[src/rtl/pc_sequencer_if.sv]
// pc_sequencer_if: request/target bus between hazard/branch logic and pc_sequencer.
// misalign_fault_o exists only when PC_MISALIGN_CHECK_EN is defined.
interface pc_sequencer_if #(parameter int N = 32);
  logic         pc_enable_i;
  logic         branch_taken_i;
  logic [N-1:0] branch_target_i;
  logic         jump_i;
  logic [N-1:0] jump_target_i;
  logic         eret_i;
  logic         exc_req_i;
  logic [N-1:0] exc_pc_i;
  logic [N-1:0] pc_value_o;
  logic [N-1:0] pc_plus_inc_o;
  logic [N-1:0] epc_o;
  logic         in_exception_o;
  logic         redirect_pending_o;
`ifdef PC_MISALIGN_CHECK_EN
  logic         misalign_fault_o;
  modport master (
    output pc_enable_i, branch_taken_i, branch_target_i, jump_i, jump_target_i,
           eret_i, exc_req_i, exc_pc_i,
    input  pc_value_o, pc_plus_inc_o, epc_o, in_exception_o, redirect_pending_o,
           misalign_fault_o
  );
  modport slave (
    input  pc_enable_i, branch_taken_i, branch_target_i, jump_i, jump_target_i,
           eret_i, exc_req_i, exc_pc_i,
    output pc_value_o, pc_plus_inc_o, epc_o, in_exception_o, redirect_pending_o,
           misalign_fault_o
  );
`else
  modport master (
    output pc_enable_i, branch_taken_i, branch_target_i, jump_i, jump_target_i,
           eret_i, exc_req_i, exc_pc_i,
    input  pc_value_o, pc_plus_inc_o, epc_o, in_exception_o, redirect_pending_o
  );
  modport slave (
    input  pc_enable_i, branch_taken_i, branch_target_i, jump_i, jump_target_i,
           eret_i, exc_req_i, exc_pc_i,
    output pc_value_o, pc_plus_inc_o, epc_o, in_exception_o, redirect_pending_o
  );
`endif
endinterface

[src/rtl/pc_sequencer.sv]
// pc_sequencer: fetch-stage PC with next-PC selection, EPC and stall-held redirects.
// Defining PC_MISALIGN_CHECK_EN turns misaligned applied targets into internal exceptions.
module pc_sequencer #(
  parameter int           N            = 32,
  parameter logic [N-1:0] RESET_VECTOR = N'(32'h0040_0000),
  parameter logic [N-1:0] EXC_VECTOR   = N'(32'h8000_0180),
  parameter int           INC          = 4
) (
  input logic           clk_i,
  input logic           rst_ni,
  pc_sequencer_if.slave bus
);
  typedef enum logic {RUN, HOLD} state_e;
  state_e       state_q, state_d;
  logic [N-1:0] pc_q, pc_d, epc_q, epc_d, tgt_q, tgt_d;
  logic         exc_q, exc_d, tgt_eret_q, tgt_eret_d;
  logic         eret_ok, req, apply, apply_eret, misalign;
  logic [N-1:0] req_tgt, apply_tgt, pc_plus;
  // eret only counts while a handler is active; otherwise it is dropped entirely
  assign eret_ok    = bus.eret_i & exc_q;
  assign req        = eret_ok | bus.jump_i | bus.branch_taken_i;
  assign req_tgt    = eret_ok ? epc_q : bus.jump_i ? bus.jump_target_i : bus.branch_target_i;
  assign apply      = bus.pc_enable_i & (req | (state_q == HOLD));
  assign apply_tgt  = req ? req_tgt : tgt_q;
  assign apply_eret = req ? eret_ok : tgt_eret_q;
  assign pc_plus    = pc_q + N'(INC);
`ifdef PC_MISALIGN_CHECK_EN
  logic fault_q;
  assign misalign = apply & ~bus.exc_req_i & (|apply_tgt[1:0]);
  always_ff @(posedge clk_i or negedge rst_ni)
    if (!rst_ni) fault_q <= 1'b0;
    else         fault_q <= misalign;
  assign bus.misalign_fault_o = fault_q;
`else
  assign misalign = 1'b0;
`endif
  always_comb begin
    state_d    = state_q;
    pc_d       = pc_q;
    epc_d      = epc_q;
    exc_d      = exc_q;
    tgt_d      = tgt_q;
    tgt_eret_d = tgt_eret_q;
    if (bus.exc_req_i || misalign) begin
      pc_d    = EXC_VECTOR;
      exc_d   = 1'b1;
      epc_d   = exc_q ? epc_q : bus.exc_req_i ? bus.exc_pc_i : apply_tgt;
      state_d = RUN;
    end else if (bus.pc_enable_i) begin
      pc_d    = apply ? apply_tgt : pc_plus;
      exc_d   = exc_q & ~(apply & apply_eret);
      state_d = RUN;
    end else if (req) begin
      tgt_d      = req_tgt;
      tgt_eret_d = eret_ok;
      state_d    = HOLD;
    end
  end
  always_ff @(posedge clk_i or negedge rst_ni)
    if (!rst_ni) begin
      state_q    <= RUN;
      pc_q       <= RESET_VECTOR;
      epc_q      <= '0;
      exc_q      <= 1'b0;
      tgt_q      <= '0;
      tgt_eret_q <= 1'b0;
    end else begin
      state_q    <= state_d;
      pc_q       <= pc_d;
      epc_q      <= epc_d;
      exc_q      <= exc_d;
      tgt_q      <= tgt_d;
      tgt_eret_q <= tgt_eret_d;
    end
  assign bus.pc_value_o         = pc_q;
  assign bus.pc_plus_inc_o      = pc_plus;
  assign bus.epc_o              = epc_q;
  assign bus.in_exception_o     = exc_q;
  assign bus.redirect_pending_o = (state_q == HOLD);
endmodule
[src/flat_wrapper.sv]
// flat-port wrapper written by rule: the top's interface ports become plain ports
module pc_sequencer_flat 
#(
  parameter int           N            = 32,
  parameter logic [N-1:0] RESET_VECTOR = N'(32'h0040_0000),
  parameter logic [N-1:0] EXC_VECTOR   = N'(32'h8000_0180),
  parameter int           INC          = 4
)
  (clk_i, rst_ni, bus_pc_enable_i, bus_branch_taken_i, bus_branch_target_i, bus_jump_i, bus_jump_target_i, bus_eret_i, bus_exc_req_i, bus_exc_pc_i, bus_pc_value_o, bus_pc_plus_inc_o, bus_epc_o, bus_in_exception_o, bus_redirect_pending_o);
  pc_sequencer_if #(.N(N)) bus_i ();
  input logic clk_i;
  input logic rst_ni;
  input wire logic [$bits(bus_i.pc_enable_i)-1:0] bus_pc_enable_i;
  input wire logic [$bits(bus_i.branch_taken_i)-1:0] bus_branch_taken_i;
  input wire logic [$bits(bus_i.branch_target_i)-1:0] bus_branch_target_i;
  input wire logic [$bits(bus_i.jump_i)-1:0] bus_jump_i;
  input wire logic [$bits(bus_i.jump_target_i)-1:0] bus_jump_target_i;
  input wire logic [$bits(bus_i.eret_i)-1:0] bus_eret_i;
  input wire logic [$bits(bus_i.exc_req_i)-1:0] bus_exc_req_i;
  input wire logic [$bits(bus_i.exc_pc_i)-1:0] bus_exc_pc_i;
  output wire logic [$bits(bus_i.pc_value_o)-1:0] bus_pc_value_o;
  output wire logic [$bits(bus_i.pc_plus_inc_o)-1:0] bus_pc_plus_inc_o;
  output wire logic [$bits(bus_i.epc_o)-1:0] bus_epc_o;
  output wire logic [$bits(bus_i.in_exception_o)-1:0] bus_in_exception_o;
  output wire logic [$bits(bus_i.redirect_pending_o)-1:0] bus_redirect_pending_o;
  assign bus_i.pc_enable_i = bus_pc_enable_i;
  assign bus_i.branch_taken_i = bus_branch_taken_i;
  assign bus_i.branch_target_i = bus_branch_target_i;
  assign bus_i.jump_i = bus_jump_i;
  assign bus_i.jump_target_i = bus_jump_target_i;
  assign bus_i.eret_i = bus_eret_i;
  assign bus_i.exc_req_i = bus_exc_req_i;
  assign bus_i.exc_pc_i = bus_exc_pc_i;
  assign bus_pc_value_o = bus_i.pc_value_o;
  assign bus_pc_plus_inc_o = bus_i.pc_plus_inc_o;
  assign bus_epc_o = bus_i.epc_o;
  assign bus_in_exception_o = bus_i.in_exception_o;
  assign bus_redirect_pending_o = bus_i.redirect_pending_o;
  pc_sequencer #(.N(N), .RESET_VECTOR(RESET_VECTOR), .EXC_VECTOR(EXC_VECTOR), .INC(INC)) u_core (.clk_i(clk_i), .rst_ni(rst_ni), .bus(bus_i));
endmodule
[config.mk]
export PLATFORM = sky130hd
export DESIGN_NAME = pc_sequencer_flat
export DESIGN_NICKNAME = d
export VERILOG_FILES = /design/src/rtl/pc_sequencer_if.sv /design/src/rtl/pc_sequencer.sv /design/src/flat_wrapper.sv
export SDC_FILE = /design/constraint.sdc
export NUM_CORES = 1
export LEC_CHECK = 0
export ABC_CLOCK_PERIOD_IN_PS = 2000
export BUFFER_PORTS_ARGS = -buffer_cell sky130_fd_sc_hd__buf_4
export CORE_MARGIN = 3
export CORE_UTILIZATION = 46
export DETAILED_ROUTE_END_ITERATION = 8
export GPL_TIMING_DRIVEN = 0
export PLACE_DENSITY_LB_ADDON = 0.08
export SETUP_SLACK_MARGIN = 0.02
export SYNTH_ARGS = -nofsm -noshare
export SYNTH_HDL_FRONTEND = slang
export SYNTH_SLANG_ARGS = --single-unit
export TNS_END_PERCENT = 30
[constraint.sdc]
create_clock -name clk_i -period 2 [get_ports clk_i]
set_input_delay 0.2 -clock clk_i [delete_from_list [all_inputs] [get_ports clk_i]]
set_output_delay 0.2 -clock clk_i [all_outputs]
set_load 0.05 [all_outputs]
==> impl_metrics.json, run 1 <==
{
  "cts_tree": "yes",
  "stdcell_count": 1103,
  "postSynthNetCount": 756,
  "rsz0062_at_grt": "yes",
  "port-buffer-count": 199,
  "cp_max_fo": 5,
  "ant_nets": 0,
  "yosysSeqAreaShare_pct": 41.01,
  "grt_pass1_wl_mm": 36.10,
  "fill_cells": 924,
  "p_per_area_nw_per_um2": 816.1,
  "ctsHtreeMaxLevel": 3,
  "first_pass_iters": 5,
  "post-route-period-util_pct": 128.0,
  "grt_usage_pct": 32.27,
  "synth_area_um2": 6043,
  "min_period_ns": 2.560,
  "grt_overflow_total": 0,
  "ios": 201,
  "synth_edf_count": 0,
  "critPathMaxStageDelay_ns": 0.59,
  "cp_cell_sequence": "nand3_4 > or4_4 > buf_16 > nor4_4 > buf_4 > xor2_4 > buf_6",
  "routed_wl_mm": 23.99,
  "numCtsBuffers": 9,
  "die-area_um2": 14550,
  "ctsRootBufferMaster": "clkbuf_16",
  "peakVddDrop_uv": 567.6,
  "skew_ns": 0.009367,
  "place_area_um2": 8239,
  "internal-power_mw": 4.606,
  "clockPowerShare_pct": 23.9,
  "wl_per_cell_um": 21.75,
  "antenna_cells": 0,
  "final_util_pct": 75.27,
  "finalHoldViolations": 0,
  "setup_violations": 38,
  "comb_power_share_pct": 40.5,
  "fin_ws_ns": -0.5597,
  "antenna_found_initial": 0,
  "crit_slowest_cell": "or4_4",
  "fp-row-count": 41,
  "placed_cells": 1023,
  "critPathRequiredTime_ns": 1.80,
  "synth.avg_cell_area_um2": 9.269,
  "maxCapViolations": 0,
  "worstMarginPinSlew_ns": 0.7372,
  "arrival_ns": 2.36,
  "violations": "negative setup slack",
  "worstSetupPathType": "reg -> out",
  "grt_max_degree": 100,
  "clk_pin_slew_ns": 0.07,
  "ys_types": 56,
  "slew_violations": 0,
  "yosys_warnings": 0,
  "synth_flop_cell": "dfrtp_1",
  "clkLatencyLatePin_ns": 0.35,
  "place_congestion": 0.9387,
  "leakage_nw": 4.481,
  "start_util_pct": 47.50,
  "core_area_um2": 12720,
  "max_freq_mhz": 390.7,
  "ys_ff_latch": 99,
  "die_w_um": 120.6,
  "chipHeight_um": 120.6,
  "p_sw_mw": 3.209,
  "fin_area_um2": 9575,
  "drive_gt1_share_pct": 48.87,
  "dp_hpwl_mm": 17.12,
  "drc": 0,
  "clock_path_buffers": 2,
  "first_iter_violations": 564,
  "seqPwrFrac_pct": 35.7,
  "grt_pass1_vias": 6534,
  "cp-end-kind": "output pin",
  "outcome": "finished, violations left",
  "syn_inst": 652,
  "final_nets": 1030,
  "cts.sinks": 99,
  "vias": 6577,
  "hp-class": "in -> reg",
  "relSlewSlack_pct": 50.85,
  "async_flop_share_pct": 100.0,
  "avgViaCountPerCell": 5.963,
  "syn_to_final_growth_pct": 58.45,
  "startpoint_type": "flip-flop",
  "p_sw_share_pct": 41.06
}
[final timing paths]
| kind | endpoint | cells after the start | start | slack [ns] |
|---|---|---|---|---|
| min in group asynchronous | u_core.bus.pc_value_o[21] | 2 | rst_ni | 0.20 |
| max in group asynchronous | u_core.bus.pc_value_o[5] | 3 | rst_ni | 1.07 |
| worst max-delay path | bus_pc_plus_inc_o[24] | 7 | u_core.bus.pc_value_o[9] | -0.56 |
| worst min-delay path | u_core.bus.epc_o[0] | 2 | bus_exc_pc_i[0] | 0.08 |
| worst max register to register | u_core.bus.pc_value_o[24] | 9 | u_core.bus.pc_value_o[9] | -0.43 |
| worst min register to register | u_core.tgt_q[5] | 1 | u_core.tgt_q[5] | 0.48 |
[power by group through the flow]
stage	clock network (mW)	logic [mW]	registers, mW
floorplan	0	1.13	3.55
global placement	0	2.91	2.79
detailed placement	0	2.95	2.82
CTS	1.87	3.08	2.77
global route	1.96	3.32	2.83
finish	1.87	3.16	2.79
[kinds of logic after synthesis]
group / count (synthesis) / synth area share [%]
simple gates: 220 / 18.70
compound gates: 144 / 14.58
flops: 99 / 41.01
mux: 96 / 16.94
buf+inv: 64 / 4.513
xor+xnor: 28 / 4.058
fa+ha+maj: 1 / 0.2070
[flip-flops by register name (all words and copies together) (netlist names)]
name and cells:
u_core.bus.epc_o 32, u_core.bus.pc_value_o 32, u_core.tgt_q 32, u_core.bus.in_exception_o 1, u_core.bus.redirect_pending_o 1, u_core.tgt_eret_q 1
[Yosys cell counts, types with 9 or more instances]
| cell | number | share of area, % |
|---|---|---|
| a21oi_1 | 19 | 1.6 |
| a31oi_1 | 17 | 1.8 |
| and3_1 | 9 | 0.93 |
| buf_2 | 12 | 0.99 |
| clkbuf_1 | 31 | 1.9 |
| dfrtp_1 | 98 | 41 |
| inv_1 | 9 | 0.56 |
| mux2_2 | 50 | 9.3 |
| mux2i_1 | 46 | 7.6 |
| nand2_1 | 99 | 6.1 |
| nand2b_1 | 9 | 0.93 |
| nand3_1 | 21 | 1.7 |
| nor2_1 | 21 | 1.3 |
| nor3_1 | 16 | 1.3 |
| o21ai_0 | 66 | 5.5 |
| xnor2_1 | 15 | 2.2 |
| xor2_1 | 13 | 1.9 |
[area by class of cell]
type                            instances  area [um2]  area share (%)
Multi-Input combinational cell        489        3988           41.64
Sequential cell                        99        2507           26.19
Timing Repair Buffer                  267        2223           23.22
Buffer                                 50       291.5           3.045
Clock buffer                           11       252.7           2.639
Tap cell                              172       215.2           2.247
Clock inverter                          5       60.06          0.6272
Inverter                               10       37.54          0.3920
[worst max-delay path, delay by kind of cell (launching register included)]
| family | cells | cell delay [ns] |
|---|---|---|
| buffers and inverters | 3 | 0.53 |
| flip-flops | 1 | 0.40 |
| XOR/XNOR | 1 | 0.13 |
| AND/OR/NAND/NOR | 3 | 0.93 |
[through the flow]
step	hold slack, ns	setup TNS, ns	power (mW)	worst slack (ns)
6_report	0.07680	-11.67	7.815	-0.5597
5_1_grt	0.06956	-14.46	8.117	-0.6470
4_1_cts	0.06677	-10.87	7.727	-0.5578
3_5_place_dp	0.4363	-26.96	5.772	-0.7478
3_3_place_gp	0.4321	-25.90	5.703	-0.7955
2_1_floorplan	-0.09559	-9.971	4.682	-0.4400
[placed cells by master, fill, tap and decap left out, drive strengths merged, types with 3 or more instances in the layout]
| cell | n |
|---|---|
| a211oi | 8 |
| a21o | 3 |
| a21oi | 19 |
| a2bb2oi | 3 |
| a31oi | 17 |
| and3 | 9 |
| and4 | 3 |
| buf | 285 |
| clkbuf | 42 |
| dfrtp | 98 |
| inv | 11 |
| mux2 | 50 |
| mux2i | 46 |
| nand2 | 99 |
| nand2b | 9 |
| nand3 | 23 |
| nand4 | 7 |
| nor2 | 21 |
| nor2b | 3 |
| nor3 | 17 |
| nor4 | 10 |
| o211ai | 5 |
| o21ai | 66 |
| o221ai | 8 |
| o31ai | 4 |
| or3 | 9 |
| or4 | 6 |
| xnor2 | 15 |
| xor2 | 13 |
[per-layer routing]
| layer | up-vias | global-route usage, % | part of all wire, % |
|---|---|---|---|
| met1 | 3282 | 41.40 | 40 |
| met4 | 0 | 13.53 | 2.6 |
| li1 | 2899 | - | - |
| met3 | 57 | 7.109 | 8.1 |
| met2 | 339 | 52.81 | 49 |
| met5 | - | 0 | 0 |
[repair_timing]
| action | CTS | global route |
|---|---|---|
| hold buffers | 0 | 1 |
| setup buffers | 36 | 29 |
| endpoints found under the hold margin | 0 | 99 |
| endpoints found under the setup margin | 90 | 73 |
| cloned | 1 | 0 |
| gates resized for setup | 81 | 39 |
| pin swaps | 25 | 20 |
Power figures use the tool's default switching activity.
==> inputs of run 2 (changes only) <==
Settings changed: CTS_CLUSTER_SIZE set to 10, TNS_END_PERCENT 30 to 50.
==> impl_metrics.json, run 2 (same netlist as run 1, synthesis figures left out) <==
{
  "finalHoldViolations": 0,
  "die_w_um": 120.6,
  "cp_max_fo": 5,
  "place_area_um2": 8283,
  "critPathMaxStageDelay_ns": 0.55,
  "ctsHtreeMaxLevel": 3,
  "first_iter_violations": 670,
  "syn_to_final_growth_pct": 57.02,
  "highest_layer": "met4",
  "cp-end-kind": "output pin",
  "reg2reg_slack_ns": -0.31,
  "grt_pass1_wl_mm": 35.89,
  "grt_max_degree": 100,
  "met3_length_mm": 2.151,
  "p_per_area_nw_per_um2": 821.5,
  "die-area_um2": 14550,
  "fin_area_um2": 9489,
  "avgViaCountPerCell": 5.989,
  "place_congestion": 0.9171,
  "rsz0062_at_grt": "yes",
  "hp-class": "in -> reg",
  "numCtsBuffers": 9,
  "vias": 6540,
  "worstMarginPinSlew_ns": 0.6548,
  "dp_hpwl_mm": 16.65,
  "layout_common_cells": "223 x buf_4, 96 x nand2_1, 75 x dfrtp_1",
  "violations": "negative setup slack",
  "relSlewSlack_pct": 56.35,
  "min_period_ns": 2.493,
  "layout_commonest_cell": "buf_4",
  "cts_tree": "yes",
  "leakage_nw": 4.405,
  "start_util_pct": 47.50,
  "core_area_um2": 12720,
  "stdcell_count": 1092,
  "final_nets": 1019,
  "setup_violations": 33,
  "ant_nets": 0,
  "drive_gt1_share_pct": 49.24,
  "cts.sinks": 99,
  "grt_overflow_total": 0,
  "peakVddDrop_uv": 691.7,
  "final.setup.tns_ns": -9.913,
  "ctsRootBufferMaster": "clkbuf_16",
  "routed_wl_mm": 23.61,
  "wl_met1_mm": 8.983,
  "worstSetupPathType": "reg -> out",
  "critPathRequiredTime_ns": 1.80,
  "clock_path_buffers": 2,
  "wl_per_cell_um": 21.62,
  "antenna_cells": 0,
  "arrival_ns": 2.29,
  "ios": 201,
  "fin_ws_ns": -0.4930,
  "skew_ns": 0.009947,
  "fp-row-count": 41,
  "first_pass_iters": 6,
  "final_util_pct": 74.59,
  "outcome": "finished, violations left",
  "post-route-period-util_pct": 124.7,
  "grt_usage_pct": 32.09,
  "crit_slowest_cell": "or4_4",
  "finalPower_mw": 7.795,
  "dr_wl_met2_mm": 11.63,
  "startpoint_type": "flip-flop",
  "chipHeight_um": 120.6,
  "clkLatencyLatePin_ns": 0.36,
  "cp_cell_sequence": "nand3_4 > or4_4 > nor3_4 > nand3_2 > xnor2_4 > buf_6",
  "drc": 0,
  "slew_violations": 0,
  "grt_pass1_vias": 6632,
  "clk_pin_slew_ns": 0.07,
  "placed_cells": 1023,
  "max_freq_mhz": 401.1,
  "antenna_found_initial": 0,
  "port-buffer-count": 199,
  "maxCapViolations": 0
}
-- run 2: changes by cell type in the layout (fill, tap and decap cells not counted), moves of 3 or more --
| cell | previous run | this run |
|---|---|---|
| buf_4 | 227 | 223 |
| a31oi_1 | 17 | 14 |
| a31oi_4 | 0 | 3 |
| buf_6 | 40 | 37 |
-- run 2: timing repair --
item	4_1_cts	5_1_grt
resized for setup	75	47
buffers inserted	39	21
setup endpoints to repair	92	83
hold buffers	0	1
hold endpoints to repair	0	98
pin swaps	19	17
cloned	1	0
-- run 2: where the power goes --
part / total [mW] / internal [mW] / switching (mW)
clock network: 1.84 / 1.01 / 0.832
registers: 2.79 / 2.39 / 0.398
logic: 3.16 / 1.17 / 1.99
-- run 2: final cells by class --
| type | count | area (um2) |
|---|---|---|
| clock buffer | 10 | 239.0 |
| fill | 940 | 3233 |
| buffer | 46 | 241.5 |
| tap | 172 | 215.2 |
| clock inverter | 6 | 62.56 |
| multi-input combinational | 489 | 4044 |
| inverter | 10 | 37.54 |
| sequential | 99 | 2507 |
| timing repair buffer | 260 | 2142 |
-- run 2: worst paths after layout --
path                                     startpoint                        end  cells after the start
setup / recovery           u_core.bus.pc_value_o[2]      bus_pc_plus_inc_o[31]                      6
min in group asynchronous                    rst_ni  u_core.bus.pc_value_o[19]                      3
setup reg to reg           u_core.bus.pc_value_o[8]  u_core.bus.pc_value_o[25]                      7
max in group asynchronous                    rst_ni  u_core.bus.pc_value_o[25]                      3
hold / removal                      bus_exc_pc_i[4]        u_core.bus.epc_o[4]                      2
hold reg to reg                    u_core.tgt_q[26]           u_core.tgt_q[26]                      2
-- run 2: per-stage QoR --
stage | setup slack (ns) | hold WS [ns]
after floorplan | -0.4400 | -0.09559
after global placement | -0.8853 | 0.4337
after detailed placement | -0.9081 | 0.4378
after CTS | -0.5630 | 0.06451
after global routing | -0.5214 | 0.06258
final | -0.4930 | 0.06855
-- run 2: per-layer routing --
layer  vias to the layer above  global-route usage, %
li1                       2893                      -
met3                        62                  7.905
met5                         -                      0
met2                       397                  52.67
met1                      3188                  39.80
met4                         0                  15.16
-- run 2: worst max-delay path: cells and delay by family, from the launching register on --
| family | cells | cell delay [ns] |
|---|---|---|
| flip-flops | 1 | 0.45 |
| buffers and inverters | 1 | 0.17 |
| AND/OR/NAND/NOR | 4 | 1.11 |
| XOR/XNOR | 1 | 0.19 |
==> inputs of run 3 (changes only) <==
Settings changed: CORE_UTILIZATION 46 to 40, SETUP_SLACK_MARGIN 0.02 to 0.4, TNS_END_PERCENT 50 to 1.
==> impl_metrics.json, run 3 (same netlist as run 1, synthesis figures left out) <==
{
  "outcome": "finished, violations left",
  "violations": "negative setup slack",
  "p_per_area_nw_per_um2": 823.8,
  "cp-end-kind": "output pin",
  "skew_ns": 0.008331,
  "numCtsBuffers": 9,
  "reg2reg_slack_ns": -0.31,
  "hp-class": "in -> reg",
  "chipHeight_um": 128.9,
  "ctsRootBufferMaster": "clkbuf_16",
  "wl_per_cell_um": 21.70,
  "antenna_cells": 0,
  "port-buffer-count": 199,
  "placed_cells": 1035,
  "final_nets": 1010,
  "cts_tree": "yes",
  "clkLatencyLatePin_ns": 0.36,
  "layout_common_cells": "223 x buf_4, 91 x nand2_1, 75 x dfrtp_1",
  "fp-row-count": 44,
  "drc": 0,
  "post-route-period-util_pct": 127.0,
  "clock_path_buffers": 2,
  "critPathMaxStageDelay_ns": 0.55,
  "peakVddDrop_uv": 504.7,
  "worstSetupPathType": "reg -> out",
  "core_area_um2": 14640,
  "die_w_um": 128.9,
  "dp_hpwl_mm": 17.22,
  "final_util_pct": 64.35,
  "die-area_um2": 16620,
  "cp_max_fo": 5,
  "cts.sinks": 99,
  "min_period_ns": 2.540,
  "antenna_found_initial": 0,
  "place_congestion": 0.8807,
  "ant_nets": 0,
  "grt_usage_pct": 27.97,
  "grt_max_degree": 100,
  "rsz0062_at_grt": "yes",
  "fin_area_um2": 9423,
  "place_area_um2": 8137,
  "leakage_nw": 4.316,
  "layout_commonest_cell": "buf_4",
  "maxCapViolations": 0,
  "cp_cell_sequence": "nand3_4 > or4_4 > buf_12 > nor4_4 > xor2_4 > buf_6",
  "max_freq_mhz": 393.7,
  "crit_slowest_cell": "or4_4",
  "relSlewSlack_pct": 53.66,
  "slew_violations": 0,
  "fin_ws_ns": -0.5398,
  "arrival_ns": 2.34,
  "start_util_pct": 41.27,
  "critPathRequiredTime_ns": 1.80,
  "routed_wl_mm": 23.76,
  "grt_overflow_total": 0,
  "worstMarginPinSlew_ns": 0.6951,
  "clk_pin_slew_ns": 0.08,
  "syn_to_final_growth_pct": 55.92,
  "first_iter_violations": 359,
  "ios": 201,
  "final.setup.tns_ns": -10.70,
  "grt_pass1_wl_mm": 35.51,
  "first_pass_iters": 5,
  "finalHoldViolations": 0,
  "avgViaCountPerCell": 5.755,
  "startpoint_type": "flip-flop",
  "holdWs_ns": 0.06741,
  "grt_pass1_vias": 6229,
  "stdcell_count": 1095,
  "vias": 6302,
  "setup_violations": 33,
  "ctsHtreeMaxLevel": 3,
  "drive_gt1_share_pct": 49.73
}
## run 3: timing repair
| action | in CTS | in global routing |
|---|---|---|
| hold buffers | 0 | 1 |
| endpoints found under the setup margin | 117 | 115 |
| gates resized for setup | 99 | 87 |
| pin swaps | 27 | 29 |
| setup buffers | 21 | 20 |
| cloned | 1 | 0 |
| endpoints found under the hold margin | 0 | 98 |
## run 3: per-stage QoR
step / setup slack, ns / total power, mW
after floorplan: -0.4470 / 4.658
after global placement: -1.111 / 5.701
after detailed placement: -1.105 / 5.756
after CTS: -0.6072 / 7.603
after global routing: -0.5921 / 8.073
final: -0.5398 / 7.762
## run 3: routing by layer
metal  share of wire [%]  global-route usage, %  vias to the layer above
li1                    -                      -                     2870
met1                  43                  37.44                     3107
met2                  49                  45.67                      281
met3                 6.4                  5.355                       44
met4                 2.3                  9.327                        0
met5                   0                      0                        -
## run 3: final cells by class
type	count	area, um2
Fill cell	1264	5221
Multi-Input combinational cell	489	3965
Sequential cell	99	2507
Timing Repair Buffer	243	1954
Buffer	54	444.2
Tap cell	184	230.2
Clock buffer	9	225.2
Clock inverter	7	58.81
Inverter	10	37.54
## run 3: power by group
part	total, mW	leakage (nW)	switching, mW	internal [mW]
combinational	3.23	2.98	2.01	1.22
sequential	2.79	1.19	0.399	2.39
clock	1.75	0.139	0.879	0.869
total	7.76	4.32	3.29	4.48
## run 3: final timing paths
kind,start,to,depth (start not counted)
worst min register to register,u_core.tgt_q[28],u_core.tgt_q[28],2
worst max register to register,u_core.bus.pc_value_o[7],u_core.bus.pc_value_o[24],7
worst min-delay path,bus_exc_pc_i[0],u_core.bus.epc_o[0],2
worst max-delay path,u_core.bus.pc_value_o[7],bus_pc_plus_inc_o[24],6
min in group asynchronous,rst_ni,u_core.bus.pc_value_o[28],2
max in group asynchronous,rst_ni,u_core.tgt_q[4],3
## run 3: worst max-delay path, delay by kind of cell (launching register included)
| kind | cells | cell delay [ns] |
|---|---|---|
| buffers and inverters | 2 | 0.34 |
| and+or+nand+nor | 3 | 1.06 |
| xor gates and xnor gates | 1 | 0.17 |
| DFF | 1 | 0.40 |
